<file path="config.mk">
export PLATFORM = sky130hd
export DESIGN_NAME = combo_entry
export DESIGN_NICKNAME = d
export VERILOG_FILES = /design/src/rtl/combo_entry.sv
export SDC_FILE = /design/constraint.sdc
export NUM_CORES = 1
export LEC_CHECK = 0
export ABC_CLOCK_PERIOD_IN_PS = 3200
export CAP_MARGIN = 20
export CORE_MARGIN = 2
export CORE_UTILIZATION = 45
export CTS_BUF_LIST = sky130_fd_sc_hd__clkbuf_8 sky130_fd_sc_hd__clkbuf_16
export CTS_CLUSTER_SIZE = 20
export DETAILED_ROUTE_END_ITERATION = 8
export GPL_ROUTABILITY_DRIVEN = 1
export HOLD_SLACK_MARGIN = 0.1
export PLACE_DENSITY_LB_ADDON = 0.2
export SLEW_MARGIN = 20
export SYNTH_ARGS = -nofsm -noshare
export SYNTH_HDL_FRONTEND = slang
export SYNTH_SLANG_ARGS = --single-unit
</file>
<file path="constraint.sdc">
create_clock -name clk -period 3.2 [get_ports clk]
set_input_delay 0.32 -clock clk [delete_from_list [all_inputs] [get_ports clk]]
set_output_delay 0.32 -clock clk [all_outputs]
set_load 0.005 [all_outputs]
</file>
<file path="src/rtl/combo_entry.sv">
// -----------------------------------------------------------------------------
// combo_entry
//
// Front end of a combination lock. The raw enable, submit and code switches
// are synchronized. Submit is then debounced. Each debounced press made while
// the entry is armed captures the switch code once. The captured code is
// offered to the lock controller through a valid/ready handshake.
//
// Parameters
//   CODE_W           width of the switch code
//   DEBOUNCE_CYCLES  stable cycles (>= 2) needed before the debounced submit
//                    level follows the synchronized input
//
// Ports
//   clk           single clock, rising edge
//   rst_n         asynchronous active-low reset
//   en            raw lock-enable switch (asynchronous)
//   submit        raw, bouncing submit button (asynchronous)
//   sw            raw code switches (asynchronous)
//   lockout       synchronous inhibit from the lock controller
//   code_ready    lock controller accepts the code
//   code          captured code
//   code_valid    captured code is waiting for acceptance
//   entry_active  high while armed and waiting for a press
// -----------------------------------------------------------------------------
module combo_entry #(
  parameter int CODE_W          = 6,
  parameter int DEBOUNCE_CYCLES = 4
) (
  input  logic              clk,
  input  logic              rst_n,
  input  logic              en,
  input  logic              submit,
  input  logic [CODE_W-1:0] sw,
  input  logic              lockout,
  input  logic              code_ready,
  output logic [CODE_W-1:0] code,
  output logic              code_valid,
  output logic              entry_active
);

  localparam int CNT_W = $clog2(DEBOUNCE_CYCLES + 1);

  localparam logic [1:0] IDLE         = 2'd0;
  localparam logic [1:0] ARMED        = 2'd1;
  localparam logic [1:0] HOLD         = 2'd2;
  localparam logic [1:0] WAIT_RELEASE = 2'd3;

  logic              en_meta, en_sync;
  logic              sub_meta, sub_sync;
  logic [CODE_W-1:0] sw_meta, sw_sync;

  logic [CNT_W-1:0]  db_cnt;
  logic              db_level;
  logic              db_prev;
  logic              press;
  logic              abort;

  logic [1:0]        state, state_next;
  logic [CODE_W-1:0] code_next;
  logic              valid_next;

  // Two-flop synchronizers for every asynchronous input.
  // NOTE: sequential state uses non-blocking assignments so every flop samples
  // the pre-edge value of its source; blocking here would collapse the chain.
  always_ff @(posedge clk or negedge rst_n) begin
    if (!rst_n) begin
      en_meta  <= 1'b0;
      en_sync  <= 1'b0;
      sub_meta <= 1'b0;
      sub_sync <= 1'b0;
      sw_meta  <= '0;
      sw_sync  <= '0;
    end else begin
      en_meta  <= en;
      en_sync  <= en_meta;
      sub_meta <= submit;
      sub_sync <= sub_meta;
      sw_meta  <= sw;
      sw_sync  <= sw_meta;
    end
  end

  // Debouncer. The counter counts consecutive cycles of disagreement. The
  // level flips on the edge where the count would reach DEBOUNCE_CYCLES.
  always_ff @(posedge clk or negedge rst_n) begin
    if (!rst_n) begin
      db_cnt   <= '0;
      db_level <= 1'b0;
      db_prev  <= 1'b0;
    end else begin
      db_prev <= db_level;
      if (sub_sync != db_level) begin
        if (db_cnt == CNT_W'(DEBOUNCE_CYCLES - 1)) begin
          db_level <= sub_sync;
          db_cnt   <= '0;
        end else begin
          db_cnt <= db_cnt + CNT_W'(1);
        end
      end else begin
        db_cnt <= '0;
      end
    end
  end

  // A press is the cycle right after the debounced level rises.
  assign press = db_level & ~db_prev;
  assign abort = ~en_sync | lockout;

  // NOTE: every output of this block gets a default before the case, so no
  // path leaves a variable unassigned and no latch is inferred.
  always_comb begin
    state_next = state;
    code_next  = code;
    valid_next = code_valid;
    case (state)
      IDLE: begin
        if (!abort) state_next = ARMED;
      end
      ARMED: begin
        if (abort) begin
          state_next = IDLE;
        end else if (press) begin
          code_next  = sw_sync;
          valid_next = 1'b1;
          state_next = HOLD;
        end
      end
      HOLD: begin
        // Only the handshake leaves HOLD; en and lockout are ignored here.
        if (code_valid && code_ready) begin
          valid_next = 1'b0;
          state_next = WAIT_RELEASE;
        end
      end
      WAIT_RELEASE: begin
        // Wait for the button to come up so one press yields one code.
        if (!db_level) state_next = abort ? IDLE : ARMED;
      end
      default: state_next = IDLE;
    endcase
  end

  always_ff @(posedge clk or negedge rst_n) begin
    if (!rst_n) begin
      state      <= IDLE;
      code       <= '0;
      code_valid <= 1'b0;
    end else begin
      state      <= state_next;
      code       <= code_next;
      code_valid <= valid_next;
    end
  end

  assign entry_active = (state == ARMED);

endmodule

</file>
==> impl_metrics.json <==
{
  "synthesis.area_sq_um": 986,
  "num_io_pins": 20,
  "std_cell_rows": 16,
  "grt_pass1_vias": 552,
  "drc_errors": 0,
  "die_w_microns": 50.8,
  "drt-total-wl_microns": 1340,
  "grt_usage_pct": 13.6,
  "finalHoldViolations": 0,
  "synth_seq_cells": 30,
  "clock_latency_ns": 0.27,
  "synth_edf_count": 0,
  "drt_iter0_markers": 0,
  "min_path_type": "reg2reg",
  "finalWorstSetupSlack_ns": 1.49,
  "period_needed_ns": 1.71,
  "fmax_mhz": 585,
  "yosysSeqAreaShare_pct": 76.1,
  "vias_per_cell": 4.74,
  "mostFrequentLayoutCells": "dfrtp_1 (30), clkdlybuf4s50_1 (19), mux2_2 (7)",
  "p_leak_uw": 0.000597,
  "critPathArrivalTime_ns": 1.39,
  "worstPathRequired_ns": 2.88,
  "drive_gt1_share_pct": 17.4,
  "cts_tree": "done",
  "powerDensity_nw_per_um2": 801,
  "finClkSkew_ns": 0.00422,
  "ant_nets": 0,
  "syn_inst": 59,
  "portBuffers": 19,
  "synth-main-ff-cell": "dfrtp_1",
  "dieArea_sq_um": 2580,
  "clkSlewWorstSetupHoldPaths_ns": 0.06,
  "critical_path.max_fanout": 5,
  "synth_cell_type_count": 19,
  "dp_slack_ns": 1.55,
  "postCtsSetupBuffers": 0,
  "synth_warnings": 0,
  "hpwl_microns": 925,
  "postCtsResizedCells": 0,
  "wl_per_cell_microns": 11.9,
  "first_pass_iters": 1,
  "grt_pass1_wl_microns": 2390,
  "cts.path.max_buffers": 2,
  "drv_slew": 0,
  "antenna_cells": 0,
  "grt_overflow": 0,
  "cts.sinks": 30,
  "finalSetupViolCount": 0,
  "core-area_sq_um": 2020,
  "async_reset_ff_share_pct": 100,
  "syn_to_final_growth_pct": 31.2,
  "final_nets": 99,
  "die_h_microns": 50.8,
  "holdWs_ns": 0.347,
  "worstSetupEndpointType": "output port",
  "outcome": "complete, no violations",
  "htreeDepth": 2,
  "cts-root-buf": "clkbuf_8",
  "fillers": 154,
  "max_slew_margin_pct": 76.4,
  "syn_avg_cell_area_sq_um": 16.7,
  "grt_max_degree": 31,
  "layout_commonest_cell": "dfrtp_1",
  "period_share_pct": 53.4,
  "cts_buffers": 5,
  "fin_setup_tns_ns": 0,
  "tightest_slew_ns": 0.354,
  "start_util_pct": 48.8,
  "ir_worst_vdd_uv": 398,
  "maxCapViolations": 0,
  "rsz0062_at_grt": "no",
  "gp_congestion": 0.684,
  "worst-setup-path-type": "reg2out",
  "postCtsHoldBufs": 0,
  "vias": 536,
  "worstSetupStartpointType": "flop",
  "antenna_found_initial": 0,
  "syn_nets": 72,
  "post-route-util_pct": 64.0
}
## critical path, stage by stage, from the launching register on
cell	delay [ns]
dfrtp_1	0.45
nor2b_4	0.17
clkdlybuf4s50_1	0.51
## synth_stat cells, types with 2 or more instances
cell,number,share of area [%]
a21oi_1,2,1.0
dfrtp_1,30,76
inv_1,3,1.1
mux2_2,7,8.0
nand2b_1,2,1.3
nor3b_1,2,1.5
## power by group
part / total (uW) / switching, uW / internal (uW)
combinational: 252 / 85.6 / 166
clock: 259 / 117 / 143
sequential: 525 / 61.9 / 463
total: 1040 / 264 / 772
## final cells by class
cell class | count | area, sq um | share of cell area, %
Clock buffer | 5 | 68.8 | 5.32
Tap cell | 27 | 33.8 | 2.61
Sequential cell | 30 | 751 | 58.0
Timing Repair Buffer | 20 | 198 | 15.3
Inverter | 3 | 11.3 | 0.870
Multi-Input combinational cell | 26 | 224 | 17.3
Clock inverter | 2 | 7.51 | 0.580
## through the flow
step | area (sq um) | total power (uW) | std cells
3_3_place_gp | 1220 | 772 | 106
4_1_cts | 1290 | 1050 | 113
6_report | 1290 | 1040 | 113
2_1_floorplan | 986 | 640 | 59
5_1_grt | 1290 | 1110 | 113
3_5_place_dp | 1220 | 786 | 106
## path summary, 6_finish.rpt
path	start	endpoint	slack [ns]	cells after the start
max	flop	entry_active	1.49	2
min	sw_meta[5]	sw_sync[5]	0.35	0
max reg2reg	db_cnt[0]	db_level	1.91	3
min reg2reg	sw_meta[5]	sw_sync[5]	0.35	0
max in group asynchronous	rst_n	sw_sync[2]	2.50	2
min in group asynchronous	rst_n	asynchronous set/reset pin	0.43	2
## flip-flops by register name, summed over array words and instances (netlist names), named ones only
signal and flops:
en_meta 1, sub_sync 1, sub_meta 1, code 6, sw_meta 6, state 1, sw_sync 6, db_prev 1
en_sync 1, code_valid 1, db_cnt 3, db_level 1
## kinds of logic after synthesis
| kind of cell | share of synthesized area (%) |
|---|---|
| flops | 76.1 |
| simple gates | 9.01 |
| mux | 8.00 |
| compound gates | 3.55 |
| buf+inv | 1.14 |
| xor+xnor | 0.888 |
| fa+ha+maj | 1.27 |
## per-layer routing
layer / up-vias / routed length (microns) / global-route usage (%)
li1: 250 / - / -
met1: 265 / 591 / 17.4
met2: 17 / 643 / 18.9
met3: 4 / 81 / 5.26
met4: 0 / 27 / 9.46
met5: - / 0 / 0
Power figures use the tool's default switching activity.
